<file path="src/rtl/pipe_ctrl_pkg.sv">
// rtl/pipe_ctrl_pkg.sv - shared types and constants for the pipeline stall/flush scheduler
//
// Purpose : memory-op and FSM-state enumerations used by pipe_ctrl and its
//           hazard sub-module, plus the architectural zero-register index.
// Contents: mem_op_t, pipe_state_t, REG_ZERO.
package pipe_ctrl_pkg;

    typedef enum logic [1:0] {
        MEM_OP_NONE  = 2'd0,
        MEM_OP_LOAD  = 2'd1,
        MEM_OP_STORE = 2'd2
    } mem_op_t;

    typedef enum logic [1:0] {
        RUN      = 2'd0,
        MEM_WAIT = 2'd1,
        ERROR    = 2'd2
    } pipe_state_t;

    // Wide enough for any register-address width; users slice the low bits.
    localparam logic [31:0] REG_ZERO = '0;

endpackage

</file>
<file path="src/rtl/pipe_ctrl_hazard_unit.sv">
// rtl/pipe_ctrl_hazard_unit.sv - combinational load-use hazard detector
//
// Purpose : flags an ID-stage instruction that reads the destination of a
//           load currently in EX. Shared with the forwarding logic.
// Ports   : id_rs1_addr/id_rs2_addr, id_rs1_used/id_rs2_used - ID sources
//           ex_rd_addr, ex_mem_op                           - EX producer
//           load_use                                        - hazard flag
module pipe_ctrl_hazard_unit
    import pipe_ctrl_pkg::*;
#(
    parameter int REG_ADDR_W = 5
) (
    input  logic [REG_ADDR_W-1:0] id_rs1_addr,
    input  logic [REG_ADDR_W-1:0] id_rs2_addr,
    input  logic                  id_rs1_used,
    input  logic                  id_rs2_used,
    input  logic [REG_ADDR_W-1:0] ex_rd_addr,
    input  mem_op_t               ex_mem_op,
    output logic                  load_use
);

    logic rs1_hit;
    logic rs2_hit;
    logic ex_is_load;

    always_comb begin
        ex_is_load = (ex_mem_op == MEM_OP_LOAD) &&
                     (ex_rd_addr != REG_ZERO[REG_ADDR_W-1:0]);
        rs1_hit    = id_rs1_used && (id_rs1_addr == ex_rd_addr);
        rs2_hit    = id_rs2_used && (id_rs2_addr == ex_rd_addr);
        load_use   = ex_is_load && (rs1_hit || rs2_hit);
    end

endmodule

</file>
<file path="src/rtl/pipe_ctrl.sv">
// rtl/pipe_ctrl.sv - five-stage pipeline stall/flush scheduler
//
// Purpose : drives per-register enables and flush/bubble controls for the
//           PC, IF/ID, ID/EX, EX/MEM and MEM/WB registers, resolving memory
//           waits (with timeout), EX redirects and load-use hazards.
// Ports   : clk, rst_n (async, active-low)
//           id_rs1_addr/id_rs2_addr/id_rs1_used/id_rs2_used - ID sources
//           ex_rd_addr, ex_mem_op, ex_redirect              - EX stage
//           mem_req, dmem_ack                               - MEM stage
//           pc_en, if_id_en, if_id_flush, id_ex_en, id_ex_flush,
//           ex_mem_en, mem_wb_en, mem_wb_bubble             - controls
//           bus_err (sticky timeout), stall_cycles (saturating)
module pipe_ctrl
    import pipe_ctrl_pkg::*;
#(
    parameter int REG_ADDR_W  = 5,
    parameter int MEM_TIMEOUT = 255,
    parameter int TMO_W       = 8,
    parameter int STAT_W      = 16
) (
    input  logic                  clk,
    input  logic                  rst_n,
    input  logic [REG_ADDR_W-1:0] id_rs1_addr,
    input  logic [REG_ADDR_W-1:0] id_rs2_addr,
    input  logic                  id_rs1_used,
    input  logic                  id_rs2_used,
    input  logic [REG_ADDR_W-1:0] ex_rd_addr,
    input  mem_op_t               ex_mem_op,
    input  logic                  ex_redirect,
    input  logic                  mem_req,
    input  logic                  dmem_ack,
    output logic                  pc_en,
    output logic                  if_id_en,
    output logic                  if_id_flush,
    output logic                  id_ex_en,
    output logic                  id_ex_flush,
    output logic                  ex_mem_en,
    output logic                  mem_wb_en,
    output logic                  mem_wb_bubble,
    output logic                  bus_err,
    output logic [STAT_W-1:0]     stall_cycles
);

    pipe_state_t      state;
    pipe_state_t      state_nxt;
    logic [TMO_W-1:0] tmo_cnt;
    logic [TMO_W-1:0] tmo_nxt;
    logic [TMO_W-1:0] tmo_inc;
    logic             tmo_hit;
    logic             bus_err_nxt;
    logic             load_use;
    logic             mem_stall;

    pipe_ctrl_hazard_unit #(
        .REG_ADDR_W (REG_ADDR_W)
    ) u_hazard_unit (
        .id_rs1_addr (id_rs1_addr),
        .id_rs2_addr (id_rs2_addr),
        .id_rs1_used (id_rs1_used),
        .id_rs2_used (id_rs2_used),
        .ex_rd_addr  (ex_rd_addr),
        .ex_mem_op   (ex_mem_op),
        .load_use    (load_use)
    );

    // The first wait cycle happens in RUN, so the count there starts at 1;
    // tmo_inc is the number of wait cycles including the current one.
    always_comb begin
        mem_stall = ((state == RUN) && mem_req && !dmem_ack) ||
                    ((state == MEM_WAIT) && !dmem_ack);
        tmo_inc   = (state == RUN) ? TMO_W'(1) : tmo_cnt + TMO_W'(1);
        tmo_hit   = (tmo_inc == TMO_W'(MEM_TIMEOUT));
    end

    always_ff @(posedge clk or negedge rst_n) begin
        if (!rst_n) begin
            state   <= RUN;
            tmo_cnt <= '0;
            bus_err <= 1'b0;
        end else begin
            state   <= state_nxt;
            tmo_cnt <= tmo_nxt;
            bus_err <= bus_err_nxt;
        end
    end

    always_comb begin
        state_nxt   = state;
        tmo_nxt     = tmo_cnt;
        bus_err_nxt = bus_err;
        case (state)
            RUN, MEM_WAIT: begin
                if (mem_stall) begin
                    if (tmo_hit) begin
                        state_nxt   = ERROR;
                        tmo_nxt     = '0;
                        bus_err_nxt = 1'b1;
                    end else begin
                        state_nxt   = MEM_WAIT;
                        tmo_nxt     = tmo_inc;
                    end
                end else begin
                    // Ack (or no request) releases the wait, even on the
                    // cycle the count would have reached the limit.
                    state_nxt = RUN;
                    tmo_nxt   = '0;
                end
            end
            ERROR:   state_nxt = ERROR;
            default: begin
                state_nxt = RUN;
                tmo_nxt   = '0;
            end
        endcase
    end

    // Priority: ERROR > mem_stall > redirect > load_use > normal.
    always_comb begin
        pc_en         = 1'b1;
        if_id_en      = 1'b1;
        if_id_flush   = 1'b0;
        id_ex_en      = 1'b1;
        id_ex_flush   = 1'b0;
        ex_mem_en     = 1'b1;
        mem_wb_en     = 1'b1;
        mem_wb_bubble = 1'b0;
        if (!rst_n) begin
            pc_en         = 1'b0;
            if_id_en      = 1'b0;
            if_id_flush   = 1'b1;
            id_ex_en      = 1'b0;
            id_ex_flush   = 1'b1;
            ex_mem_en     = 1'b0;
            mem_wb_en     = 1'b0;
            mem_wb_bubble = 1'b1;
        end else if (state == ERROR) begin
            pc_en         = 1'b0;
            if_id_en      = 1'b0;
            id_ex_en      = 1'b0;
            ex_mem_en     = 1'b0;
            mem_wb_en     = 1'b0;
            mem_wb_bubble = 1'b1;
        end else if (mem_stall) begin
            // EX contents are frozen, so redirect/load-use wait for release.
            pc_en         = 1'b0;
            if_id_en      = 1'b0;
            id_ex_en      = 1'b0;
            ex_mem_en     = 1'b0;
            mem_wb_bubble = 1'b1;
        end else if (ex_redirect) begin
            // ID holds a wrong-path instruction, so its load-use is moot.
            if_id_flush   = 1'b1;
            id_ex_flush   = 1'b1;
        end else if (load_use) begin
            pc_en         = 1'b0;
            if_id_en      = 1'b0;
            id_ex_flush   = 1'b1;
        end
    end

    always_ff @(posedge clk or negedge rst_n) begin
        if (!rst_n) begin
            stall_cycles <= '0;
        end else if (!pc_en && (stall_cycles != {STAT_W{1'b1}})) begin
            stall_cycles <= stall_cycles + STAT_W'(1);
        end
    end

endmodule

</file>
<file path="config.mk">
export PLATFORM = sky130hd
export DESIGN_NAME = pipe_ctrl
export DESIGN_NICKNAME = d
export VERILOG_FILES = /design/src/rtl/pipe_ctrl_pkg.sv /design/src/rtl/pipe_ctrl_hazard_unit.sv /design/src/rtl/pipe_ctrl.sv
export SDC_FILE = /design/constraint.sdc
export NUM_CORES = 1
export LEC_CHECK = 0
export BUFFER_PORTS_ARGS = -buffer_cell sky130_fd_sc_hd__clkbuf_2
export CORE_UTILIZATION = 50
export DETAILED_ROUTE_END_ITERATION = 10
export GPL_TIMING_DRIVEN = 0
export PLACE_DENSITY = 0.78
export SLEW_MARGIN = 20
export SYNTH_ARGS = -nofsm -noshare
export SYNTH_HDL_FRONTEND = slang
export SYNTH_SLANG_ARGS = --single-unit
</file>
<file path="constraint.sdc">
create_clock -name clk -period 2.5 [get_ports clk]
set_input_delay 0.5 -clock clk [delete_from_list [all_inputs] [get_ports clk]]
set_output_delay 0.5 -clock clk [all_outputs]
set_load 0.1 [all_outputs]
</file>
==> results of run 1 <==
==> power by group through the flow <==
stage / Clock (mW) / Combinational [mW] / Sequential [mW]
global route: 0.207 / 0.833 / 0.583
CTS: 0.195 / 0.796 / 0.574
floorplan: 0 / 0.261 / 0.963
global placement: 0 / 0.785 / 0.578
finish: 0.183 / 0.790 / 0.573
detailed placement: 0 / 0.788 / 0.583
==> worst paths after layout <==
kind	end	slack, ps	from	depth (start not counted)
worst min-delay path	stall_cycles[6]	120	rst_n	1
worst max-delay path	if_id_en	60	ex_rd_addr[0]	6
min in group clk	state[0]	470	dmem_ack	4
worst max register to register	tmo_cnt[6]	190	tmo_cnt[0]	8
worst min register to register	bus_err	490	bus_err	1
max in group asynchronous	stall_cycles[2]	2050	rst_n	1
==> worst max-delay path, stage by stage <==
cell,delay (ps)
clkbuf_2,110
or4_1,510
nor2_1,110
nor3b_1,100
a31oi_4,230
clkbuf_4,380
==> per-layer routing <==
| metal | vias up | wire, µm | global-route usage | share of wire |
|---|---|---|---|---|
| li1 | 646 | - | - | - |
| met1 | 626 | 1390 | 0.257 | 0.45 |
| met2 | 36 | 1570 | 0.328 | 0.51 |
| met3 | 4 | 111 | 0.0313 | 0.036 |
| met4 | 0 | 31 | 0.0680 | 0.010 |
| met5 | - | 0 | 0 | 0 |
==> what timing repair did <==
action | 4_1_cts | 5_1_grt
cloned | 0 | 0
setup endpoints to repair | 4 | 1
gates resized for setup | 5 | 1
==> flip-flops by register name, summed over array words and instances (netlist names) <==
| signal | cells |
|---|---|
| bus_err | 1 |
| stall_cycles | 16 |
| state | 2 |
| tmo_cnt | 8 |
==> final cells by class <==
cell class,count,area (µm²),share of cell area
Multi-Input combinational cell,114,905,0.455
Sequential cell,27,681,0.342
Timing Repair Buffer,48,263,0.132
Buffer,5,60.1,0.0302
Tap cell,31,38.8,0.0195
Clock buffer,4,26.3,0.0132
Inverter,3,15.0,0.00755
==> logic make-up after synthesis <==
logic type / after synthesis
and+or+nand+nor: 63
buffers and inverters: 8
xor gates and xnor gates: 28
muxes: 1
AOI/OAI and AO/OA: 20
adders and majority gates: 2
DFF: 27
==> layout by cell type (no fill, tap or decap), types with 2 or more instances in the layout <==
cell,netlist,layout
a21oi_1,4,4
a22o_1,3,3
a31oi_1,3,3
and2_1,4,4
and3_1,4,4
and3_2,4,2
and3_4,1,3
and4_1,2,2
buf_12,0,3
buf_2,1,2
clkbuf_1,1,2
clkbuf_2,0,43
clkbuf_4,0,6
dfrtp_1,27,23
dfrtp_2,0,4
ha_1,2,2
inv_1,3,2
nand2_1,11,11
nand3_1,10,9
nand3b_1,2,2
nand4_1,8,8
nor2_1,6,5
xnor2_1,25,25
xor2_1,3,3
==> through the flow <==
stage,hold slack [ps],util,cell area [µm²],setup TNS (ps)
3_5_place_dp,452,0.680,1940,-324
4_1_cts,124,0.697,1990,0
6_report,124,0.697,1990,0
3_3_place_gp,453,0.680,1940,-269
5_1_grt,136,0.697,1990,0
2_1_floorplan,204,-,1660,-249
==> results_dict.tcl, run 1 <==
set metrics [dict create \
    status "finished with violations" \
    violations "design-rule violations" \
    synth_area_per_cell_um2 10.5 \
    switching_power_mw 0.810 \
    period_needed_ps 2440 \
    io_buffers 48 \
    synth_xor_area_frac 0.157 \
    synth_area_leader_cell "dfrtp_1" \
    ys.flop_type "dfrtp_1" \
    synth_fp_nets 175 \
    holdBufCountCts 0 \
    hold_viol_final 0 \
    fillers 224 \
    ys_warn_count 0 \
    fmax_ghz 0.411 \
    drc_errors 2 \
    cts_tree "yes" \
    clkLatencyLatePin_ps 310 \
    maxCapViolations 0 \
    wirelength_um 3100 \
    swShare 0.524 \
    finClkSkew_ps 1.17 \
    setup_violations 0 \
    finalMaxSlewViolations 0 \
    p_int_mw 0.736 \
    drtPass1Iterations 9 \
    ioPinCount 49 \
    synth-compound-area-share 0.113 \
    synthMuxAreaShare 0.00719 \
    yosys.area_share.simple 0.246 \
    drt-vias-per-instance 5.66 \
    drt-initial-drc-count 43 \
    place_ws_ps -188 \
    hpwl_um 2420 \
    die_w_um 58.0 \
    cts.htree.levels 1 \
    coreArea_um2 2850 \
    cts_buffers 3 \
    drive_gt1_frac 0.388 \
    synth_top_cell_area_share 0.432 \
    peakVddDrop_uv 316 \
    ant_nets 0 \
    cp.required_ps 2000 \
    clk_pin_slew_ps 140 \
    cts_setup_buffers 0 \
    wl_per_cell_um 13.3 \
    grt.total_usage 0.196 \
    synth_fa_ha_area_frac 0.0160 \
    fin_nets 228 \
    place.gp.congestion 0.897 \
    grt_max_degree 31 \
    crit_fanout 3 \
    area_growth_syn_to_layout_pct 27.0 \
    powerDensity_nw_per_um2 778 \
    worstHoldPathType "input port to async pin" \
    syn_area_um2 1570 \
    max-slew-margin-rel 0.635 \
    ys_top_cells_by_count "dfrtp_1 (27), xnor2_1 (25), nand2_1 (11), nand3_1 (10), nand4_1 (8)" \
    cp-start-kind "input port" \
    ys_seq_elements 27 \
    clk_path_buf_depth 2 \
    synth-edff-count 0 \
    grt_pass1_wl_um 5150 \
    comb_power_share 0.511 \
    leakage_nw 0.907 \
    seq_power_share 0.371 \
    dieHeight_um 58.0 \
    crit_type "input port to primary output" \
    vias 1312 \
    tightest_slew_ps 550 \
    critical_path_arrival_ps 1940 \
    dieArea_um2 3360 \
    clock_sinks 27 \
    fin_crit_sh 0.974 \
    p_clk_frac 0.118 \
    start_util 0.549 \
    dp.cells 228 \
    antenna_found_initial 0 \
    antennaDiodeCount 0 \
    rsz0062_at_grt "false" \
    fin_ws_ps 65.0 \
    synth-seq-area-share 0.432 \
    async_flop_share 1.00 \
    synthCells 149 \
    power_mw 1.55 \
    grt_overflow 0 \
    timing.critical_path.to_type "primary output" \
    stdcell_count 232 \
    synth_cell_type_count 42 \
    yosys-top-cells-area "dfrtp_1 (43%), xnor2_1 (14%), nand3_1 (3.2%), nand4_1 (3.2%), nand2_1 (2.6%)" \
    root_buffer "clkbuf_4" \
    synth_top_family_by_area "simple AND/OR/NAND/NOR gates" \
    grt_pass1_vias 1173 \
    rows 19 \
    yosysMostFrequentCell "dfrtp_1" \
]
(Power assumes the default switching activity.)
==> run 2, diff against run 1 <==
Settings changed: CELL_PAD_IN_SITES_DETAIL_PLACEMENT set to 1, CELL_PAD_IN_SITES_GLOBAL_PLACEMENT set to 2, CORE_UTILIZATION 50 to 31, GPL_TIMING_DRIVEN 0 to not set, PLACE_DENSITY 0.78 to not set, PLACE_DENSITY_LB_ADDON set to 0.1.
==> run 2 against run 1 <==
Net effect:
- the run now ends clean
- sequential cell count unchanged
- clock skew increased by 3.9 ps
- cell area increased by 8.1%
- cell count grew 16%
- register-to-register slack better by 100 ps
- routed wire length grew 30%
- combinational power rose by 3.9%
- critical path type unchanged
- critical endpoint is now pc_en
==> results_dict.tcl, run 2 (same netlist as run 1, synthesis figures left out) <==
set metrics [dict create \
    status "finished clean" \
    ioPinCount 49 \
    drtPass1Iterations 4 \
    cts_setup_buffers 0 \
    cp.required_ps 2000 \
    drive_gt1_frac 0.401 \
    fin_crit_sh 0.926 \
    grt_max_degree 21 \
    max-slew-margin-rel 0.638 \
    io_buffers 48 \
    clk_path_buf_depth 2 \
    root_buffer "clkbuf_8" \
    crit_buf_inv 2 \
    worstHoldPathType "input port to async pin" \
    crit_slowest_cell "or4_1" \
    fmax_ghz 0.432 \
    crit_fanout 3 \
    holdBufCountCts 0 \
    top_register "stall_cycles" \
    final_util 0.449 \
    die_w_um 73.1 \
    layout_commonest_cell "clkbuf_2" \
    grt_pass1_vias 1420 \
    clkLatencyLatePin_ps 270 \
    setup_violations 0 \
    place_ws_ps 108 \
    finalMaxSlewViolations 0 \
    worst-path-stages 6 \
    drc_errors 0 \
    peakVddDrop_uv 498 \
    rsz0062_at_grt "false" \
    dieArea_um2 5340 \
    crit_type "input port to primary output" \
    coreArea_um2 4790 \
    wirelength_um 4030 \
    vias 1315 \
    fin_nets 229 \
    leakage_nw 0.959 \
    crit_path_cell_trace "clkbuf_2 > or4_1 > nor2_1 > nor3b_1 > a31oi_4 > buf_12" \
    hpwl_um 3240 \
    grt.total_usage 0.163 \
    period_needed_ps 2320 \
    rows 25 \
    maxCapViolations 0 \
    dieHeight_um 73.1 \
    drt-initial-drc-count 66 \
    powerDensity_nw_per_um2 767 \
    hold_viol_final 0 \
    grt_pass1_wl_um 6710 \
    cp_slowest_stage_delay_ps 520 \
    antennaDiodeCount 0 \
    r2r_cells 8 \
    tightest_slew_ps 545 \
    clock_sinks 27 \
    cts.htree.levels 1 \
    cts_resized 0 \
    fin_ws_ps 185 \
    drt-vias-per-instance 4.89 \
    cp_top_family "simple AND/OR/NAND/NOR gates" \
    cp-start-kind "input port" \
    critical_path_arrival_ps 1820 \
    area_growth_syn_to_layout_pct 37.3 \
    clk_pin_slew_ps 100 \
    largest_register_ffs 16 \
    ant_nets 0 \
    fillers 561 \
    cts_tree "yes" \
    finClkSkew_ps 5.08 \
    top_regs "stall_cycles (16), tmo_cnt (8), state (2)" \
    wl_per_cell_um 15.0 \
    cts_buffers 3 \
    antenna_found_initial 0 \
    layout_common_cells "clkbuf_2 (40), xnor2_1 (25), dfrtp_1 (23)" \
    grt_overflow 0 \
    place.gp.congestion 0.764 \
    start_util 0.327 \
    timing.critical_path.to_type "primary output" \
]
## run 2: cell types whose count changed in the layout (fill, tap and decap cells not counted)
cell | before | now
buf_12 | 3 | 9
clkbuf_4 | 6 | 0
buf_4 | 0 | 5
clkbuf_2 | 43 | 40
clkbuf_8 | 0 | 3
buf_2 | 2 | 0
clkbuf_1 | 2 | 0
buf_6 | 1 | 0
clkinv_2 | 0 | 1
## run 2: worst paths after layout
| path | start | to | slack (ps) |
|---|---|---|---|
| worst max-delay path | ex_rd_addr[0] | pc_en | 180 |
| worst min-delay path | rst_n | state[0] | 240 |
| worst max register to register | tmo_cnt[1] | tmo_cnt[6] | 290 |
| worst min register to register | bus_err | bus_err | 480 |
| max in group asynchronous | rst_n | stall_cycles[2] | 1980 |
| min in group clk | bus_err | bus_err | 480 |
## run 2: per-stage QoR
stage	power [mW]	setup TNS (ps)	hold WS, ps	cell area, µm²	std cells
floorplan	1.22	-249	204	1660	149
global placement	1.39	0	453	2100	265
detailed placement	1.41	0	462	2100	265
CTS	1.67	0	226	2150	269
global route	1.72	0	234	2150	269
finish	1.65	0	235	2150	269
## run 2: area by class of cell
| class | instances | area [µm²] | area share |
|---|---|---|---|
| clock buffer | 3 | 41.3 | 0.0192 |
| clock inverter | 1 | 5.00 | 0.00233 |
| inverter | 3 | 15.0 | 0.00699 |
| multi-input combinational | 114 | 905 | 0.421 |
| sequential | 27 | 681 | 0.317 |
| tap | 67 | 83.8 | 0.0390 |
| timing repair buffer | 54 | 418 | 0.195 |
## run 2: routing by layer
| layer | vias to the layer above | share of wire | GRT usage |
|---|---|---|---|
| li1 | 639 | - | - |
| met1 | 656 | 0.43 | 0.197 |
| met2 | 18 | 0.54 | 0.300 |
| met3 | 2 | 0.024 | 0.0207 |
| met4 | 0 | 0.0064 | 0.0436 |
| met5 | - | 0 | 0 |
## run 2: power by group
group,internal [mW],leakage (nW),switching (mW)
logic,0.189,0.577,0.632
clock network,0.112,0.0255,0.140
registers,0.503,0.357,0.0712
total,0.803,0.959,0.844
## run 2: worst register-to-register path: cells and delay by family, from the launching register on
kind | cells | cell delay (ps)
and+or+nand+nor | 4 | 1070
DFF | 1 | 430
AOI/OAI and AO/OA | 3 | 350
adders and majority gates | 1 | 240
